`src/rtl/line_clear_engine.sv`:
```
// Line-clear evaluation stage: captures a 21x10 grid, removes full rows bottom-up and
// returns the compacted grid and the number of rows cleared. Optional score via LINE_CLEAR_SCORE_EN.
module line_clear_engine (
    input  logic                  clk,
    input  logic                  nRst_i,
    input  logic                  start_i,
    input  logic [20:0][9:0][2:0] grid_i,
    output logic [20:0][9:0][2:0] grid_o,
    output logic                  busy_o,
    output logic                  done_o,
    output logic [4:0]            lines_o,
    output logic [15:0]           score_o
);

    localparam logic [1:0] IDLE = 2'd0;
    localparam logic [1:0] SCAN = 2'd1;
    localparam logic [1:0] DONE = 2'd2;

    logic [1:0]            state;
    logic [20:0][9:0][2:0] work;
    logic [4:0]            r;
    logic [4:0]            cnt;
    logic                  row_full;
    logic                  finish;

    // NOTE: combinational logic assigns a default before any conditional update so no latch is inferred.
    always_comb begin
        row_full = 1'b1;
        for (int c = 0; c < 10; c++) begin
            if (work[r][c] == 3'd0) row_full = 1'b0;
        end
    end

    assign finish = (state == SCAN) && !row_full && (r == 5'd0);
    assign busy_o = (state != IDLE);
    assign done_o = (state == DONE);

    // NOTE: the working array is reset along with the control state, since a reset
    // must discard any partially collapsed grid from an aborted pass.
    always_ff @(posedge clk or negedge nRst_i) begin
        if (!nRst_i) begin
            state   <= IDLE;
            work    <= '0;
            r       <= 5'd0;
            cnt     <= 5'd0;
            grid_o  <= '0;
            lines_o <= 5'd0;
        end else begin
            // NOTE: non-blocking assignments so every row shift reads pre-edge values.
            case (state)
                IDLE: begin
                    if (start_i) begin
                        work  <= grid_i;
                        r     <= 5'd20;
                        cnt   <= 5'd0;
                        state <= SCAN;
                    end
                end
                SCAN: begin
                    if (row_full) begin
                        // Everything from row r upward drops one row; row 0 refills empty.
                        for (int i = 1; i < 21; i++) begin
                            if (5'(i) <= r) work[i] <= work[i-1];
                        end
                        work[0] <= '0;
                        cnt     <= cnt + 5'd1;
                    end else if (r != 5'd0) begin
                        r <= r - 5'd1;
                    end else begin
                        grid_o  <= work;
                        lines_o <= cnt;
                        state   <= DONE;
                    end
                end
                DONE:    state <= IDLE;
                default: state <= IDLE;
            endcase
        end
    end

`ifdef LINE_CLEAR_SCORE_EN
    logic [15:0] award;
    logic [16:0] sum;

    always_comb begin
        case (cnt)
            5'd0:    award = 16'd0;
            5'd1:    award = 16'd40;
            5'd2:    award = 16'd100;
            5'd3:    award = 16'd300;
            default: award = 16'd1200;
        endcase
        sum = {1'b0, score_o} + {1'b0, award};
    end

    always_ff @(posedge clk or negedge nRst_i) begin
        if (!nRst_i) begin
            score_o <= 16'h0000;
        end else if (finish) begin
            score_o <= sum[16] ? 16'hFFFF : sum[15:0];
        end
    end
`else
    assign score_o = 16'h0000;
`endif

endmodule
```
`config.mk`:
```
export PLATFORM = sky130hd
export DESIGN_NAME = line_clear_engine
export DESIGN_NICKNAME = d
export VERILOG_FILES = /design/src/rtl/line_clear_engine.sv
export SDC_FILE = /design/constraint.sdc
export NUM_CORES = 2
export LEC_CHECK = 0
export CAP_MARGIN = 20
export CORE_AREA = 2 2 507 509
export CTS_BUF_LIST = sky130_fd_sc_hd__clkbuf_4 sky130_fd_sc_hd__clkbuf_8 sky130_fd_sc_hd__clkbuf_16
export DETAILED_ROUTE_END_ITERATION = 8
export DIE_AREA = 0 0 509 511
export GPL_ROUTABILITY_DRIVEN = 0
export PLACE_DENSITY_LB_ADDON = 0.15
export SLEW_MARGIN = 15
export SYNTH_ARGS = -nofsm -noshare
export SYNTH_HDL_FRONTEND = slang
export SYNTH_SLANG_ARGS = --single-unit
```
`constraint.sdc`:
```
create_clock -name clk -period 9.1 [get_ports clk]
set_input_delay 1.82 -clock clk [delete_from_list [all_inputs] [get_ports clk]]
set_output_delay 1.82 -clock clk [all_outputs]
set_load 0.02 [all_outputs]
```
==> flow_metrics.tcl <==
set metrics [dict create \
    yosysSeqAreaShare_pct 54.43 \
    finalCriticalPeriod_ps 6860 \
    max_slew_margin_pct 4.828 \
    crit_path_max_incr_delay_ps 970 \
    ys_types 79 \
    yosys.area.top_type "dfrtp_1" \
    maxCapViolCount 0 \
    synthMostInstantiatedCell "nand2_1" \
    finalNetCount 7175 \
    htree_num_levels 4 \
    holdPathStages 1 \
    worst_slew_pin_slew_ps 1415 \
    crit_path_frequent_cell "nand3_1" \
    area_growth_syn_to_layout_pct 38.27 \
    skew_ps 63.83 \
    rr_endpoint "grid_o[452]" \
    start_kind "register" \
    totalNegativeSetupSlack_ps 0 \
    tritoncts "built" \
    clk_latency_ps 870 \
    synth_common_cells "nand2_1, dfrtp_1, mux2_2" \
    path_max_fanout 121 \
    rows 186 \
    synth_edf_count 0 \
    power_density_nw_per_um2 413.8 \
    slowest_stage "dfrtp_4" \
    cts_setup_buffers 0 \
    crit_path_start "r[0]" \
    swShare_pct 44.86 \
    yosys_warnings 0 \
    grt_max_degree 163 \
    regArea_um2 31970 \
    antenna_found_initial 102 \
    cp-end-kind "register" \
    hpwl_um 254400 \
    clockBufferDepth 3 \
    setup_violations 0 \
    drc 0 \
    crit_family "compound AO/OA/AOI/OAI gates" \
    crit_buf_inv 3 \
    crit_type "register to register" \
    die_w_um 509 \
    cts_resized 0 \
    multi_input_area_um2 25290 \
    grt_setup_unrepaired "false" \
    r2r-start "r[0]" \
    seqPwrFrac_pct 36.2 \
    synth_area_um2 58710 \
    dieArea_um2 260100 \
    cts_root_buf "clkbuf_16" \
    grt_pass1_wl_um 449900 \
    avgSynthCellArea_um2 10.95 \
    r2r_cells 11 \
    vias_per_cell 4.802 \
    path_cells "buf_4, inv_4, o41ai_1, a2bb2oi_1, nand3_1, a41oi_1, nor4_2, nand3_1, and3_4, buf_12, mux2_2" \
    clkPwrFrac_pct 20.9 \
    postSynthCellCount 5362 \
    async_flop_share_pct 100.0 \
    wl_um 335500 \
    hold_class "register to register" \
    ant_nets 0 \
    cts_hold_buf 0 \
    min-delay-start "grid_o[591]" \
    synth.top_cell.area_share_pct 54.43 \
    dpl.cell_count 9755 \
    start_util_pct 23.00 \
    drt-pass1-iter-count 5 \
    io_buffer_count 1269 \
    via_count 48470 \
    p_int_mw 18.52 \
    max-vdd-ir-drop_uv 180.3 \
    fp.dieH_um 511 \
    wl_per_cell_um 33.24 \
    cts.clk_slew.worst_paths_ps 60 \
    min_to "grid_o[591]" \
    max_freq_mhz 145.8 \
    arrival_ps 7580 \
    power_frac_comb_pct 42.9 \
    cp_data_required_time_ps 9810 \
    fin_cells 10090 \
    fin_crit_sh_pct 75.39 \
    grt_use_total_pct 25.06 \
    slew_violations 0 \
    final_util_pct 31.79 \
    numCtsBuffers 162 \
    reg2reg_slack_ps 2240 \
    p_switching_mw 15.07 \
    ioPinCount 1286 \
    grt_overflow 0 \
    drive_gt1_share_pct 21.93 \
    drtIter0Drc 3752 \
    status "complete, no violations" \
    yosys-top-cells-area "dfrtp_1, mux2_2, nand2_1, mux2_1, o22a_1" \
    ys_seq_elements 1277 \
    hold_viol_final 0 \
    p_leak_nw 36.01 \
    final.fill_count 26130 \
    cts.sinks 1277 \
    yosys_most_used_dff "dfrtp_1" \
    grt_pass1_vias 49780 \
    core_um2 255300 \
]
## metrics by stage
stage / area [µm²] / setup slack, ps / hold slack [ps] / power [mW]
2_1_floorplan: 58760 / 5803 / 479.4 / 17.74
3_3_place_gp: 75090 / 1248 / 486.7 / 26.61
3_5_place_dp: 75220 / 2213 / 493.9 / 26.77
4_1_cts: 81050 / 2158 / 506.6 / 33.95
5_1_grt: 81100 / 2216 / 512.6 / 35.17
6_report: 81170 / 2240 / 504.1 / 33.59
## worst max path at each step
stage	endpoint	slack [ps]	cells after the start
after CTS	work[72]	2160	11
after global routing	grid_o[608]	2220	12
after floorplan	work[201]	5800	13
after global placement	grid_o[517]	1250	10
final	grid_o[452]	2240	11
after detailed placement	work[72]	2210	11
## flip-flops by register name, summed over array words and instances (netlist names)
signal and flops:
grid_o 630, lines_o 5, r 5, work 630, state 2, cnt 5
## logic make-up after synthesis
logic type	Yosys count	share of synthesized area, %
adder cells (fa/ha/maj)	6	0.1279
AO/OA/AOI/OAI	410	5.179
flip-flops	1277	54.43
AND/OR/NAND/NOR	2133	14.86
buffers and inverters	388	3.116
other	1	0.006388
multiplexers	1147	22.27
## layer usage
layer	up-vias	GRT usage, %	part of all wire [%]
li1	20810	-	-
met1	25230	31.96	42
met2	1901	40.29	46
met3	456	7.372	8.0
met4	64	8.350	3.5
met5	-	0	0.11
## power groups by stage
| stage | registers (mW) | clock network (mW) | logic (mW) |
|---|---|---|---|
| floorplan | 11.3 | 0 | 6.43 |
| global placement | 12.2 | 0 | 14.4 |
| detailed placement | 12.3 | 0 | 14.5 |
| CTS | 12.2 | 7.20 | 14.6 |
| global route | 12.4 | 7.40 | 15.4 |
| finish | 12.1 | 7.02 | 14.4 |
## layout by cell type, fill, tap and decap left out, types with 13 or more instances in the layout
| cell | instances |
|---|---|
| a211oi_1 | 19 |
| a21oi_1 | 29 |
| a22oi_1 | 31 |
| buf_12 | 13 |
| buf_4 | 89 |
| bufinv_16 | 13 |
| clkbuf_16 | 163 |
| clkbuf_4 | 28 |
| clkbuf_8 | 48 |
| clkdlybuf4s50_1 | 1268 |
| clkinv_2 | 28 |
| conb_1 | 16 |
| dfrtp_1 | 1273 |
| diode_2 | 39 |
| mux2_1 | 94 |
| mux2_2 | 955 |
| mux2_4 | 39 |
| mux2i_1 | 52 |
| nand2_1 | 1677 |
| nand3_1 | 132 |
| nor2_1 | 89 |
| nor3_1 | 98 |
| nor4_1 | 39 |
| nor4b_1 | 18 |
| o211ai_1 | 14 |
| o21ai_0 | 73 |
| o22a_1 | 120 |
| o22ai_1 | 15 |
| or3_1 | 15 |
## worst reg2reg max path, delay by kind of cell, from the launching register on
kind	cells	cell delay (ps)
simple gates	4	1750
compound gates	3	1970
flops	1	970
buf+inv	3	1270
mux	1	790
## final cells by class
class | count | area share (%)
Antenna cell | 39 | 0.1202
Clock buffer | 239 | 6.098
Clock inverter | 60 | 1.082
Inverter | 7 | 0.03545
Multi-Input combinational cell | 3712 | 31.15
Sequential cell | 1277 | 39.38
Tap cell | 3384 | 5.216
Timing Repair Buffer | 1376 | 16.91
Power figures use the tool's default switching activity.
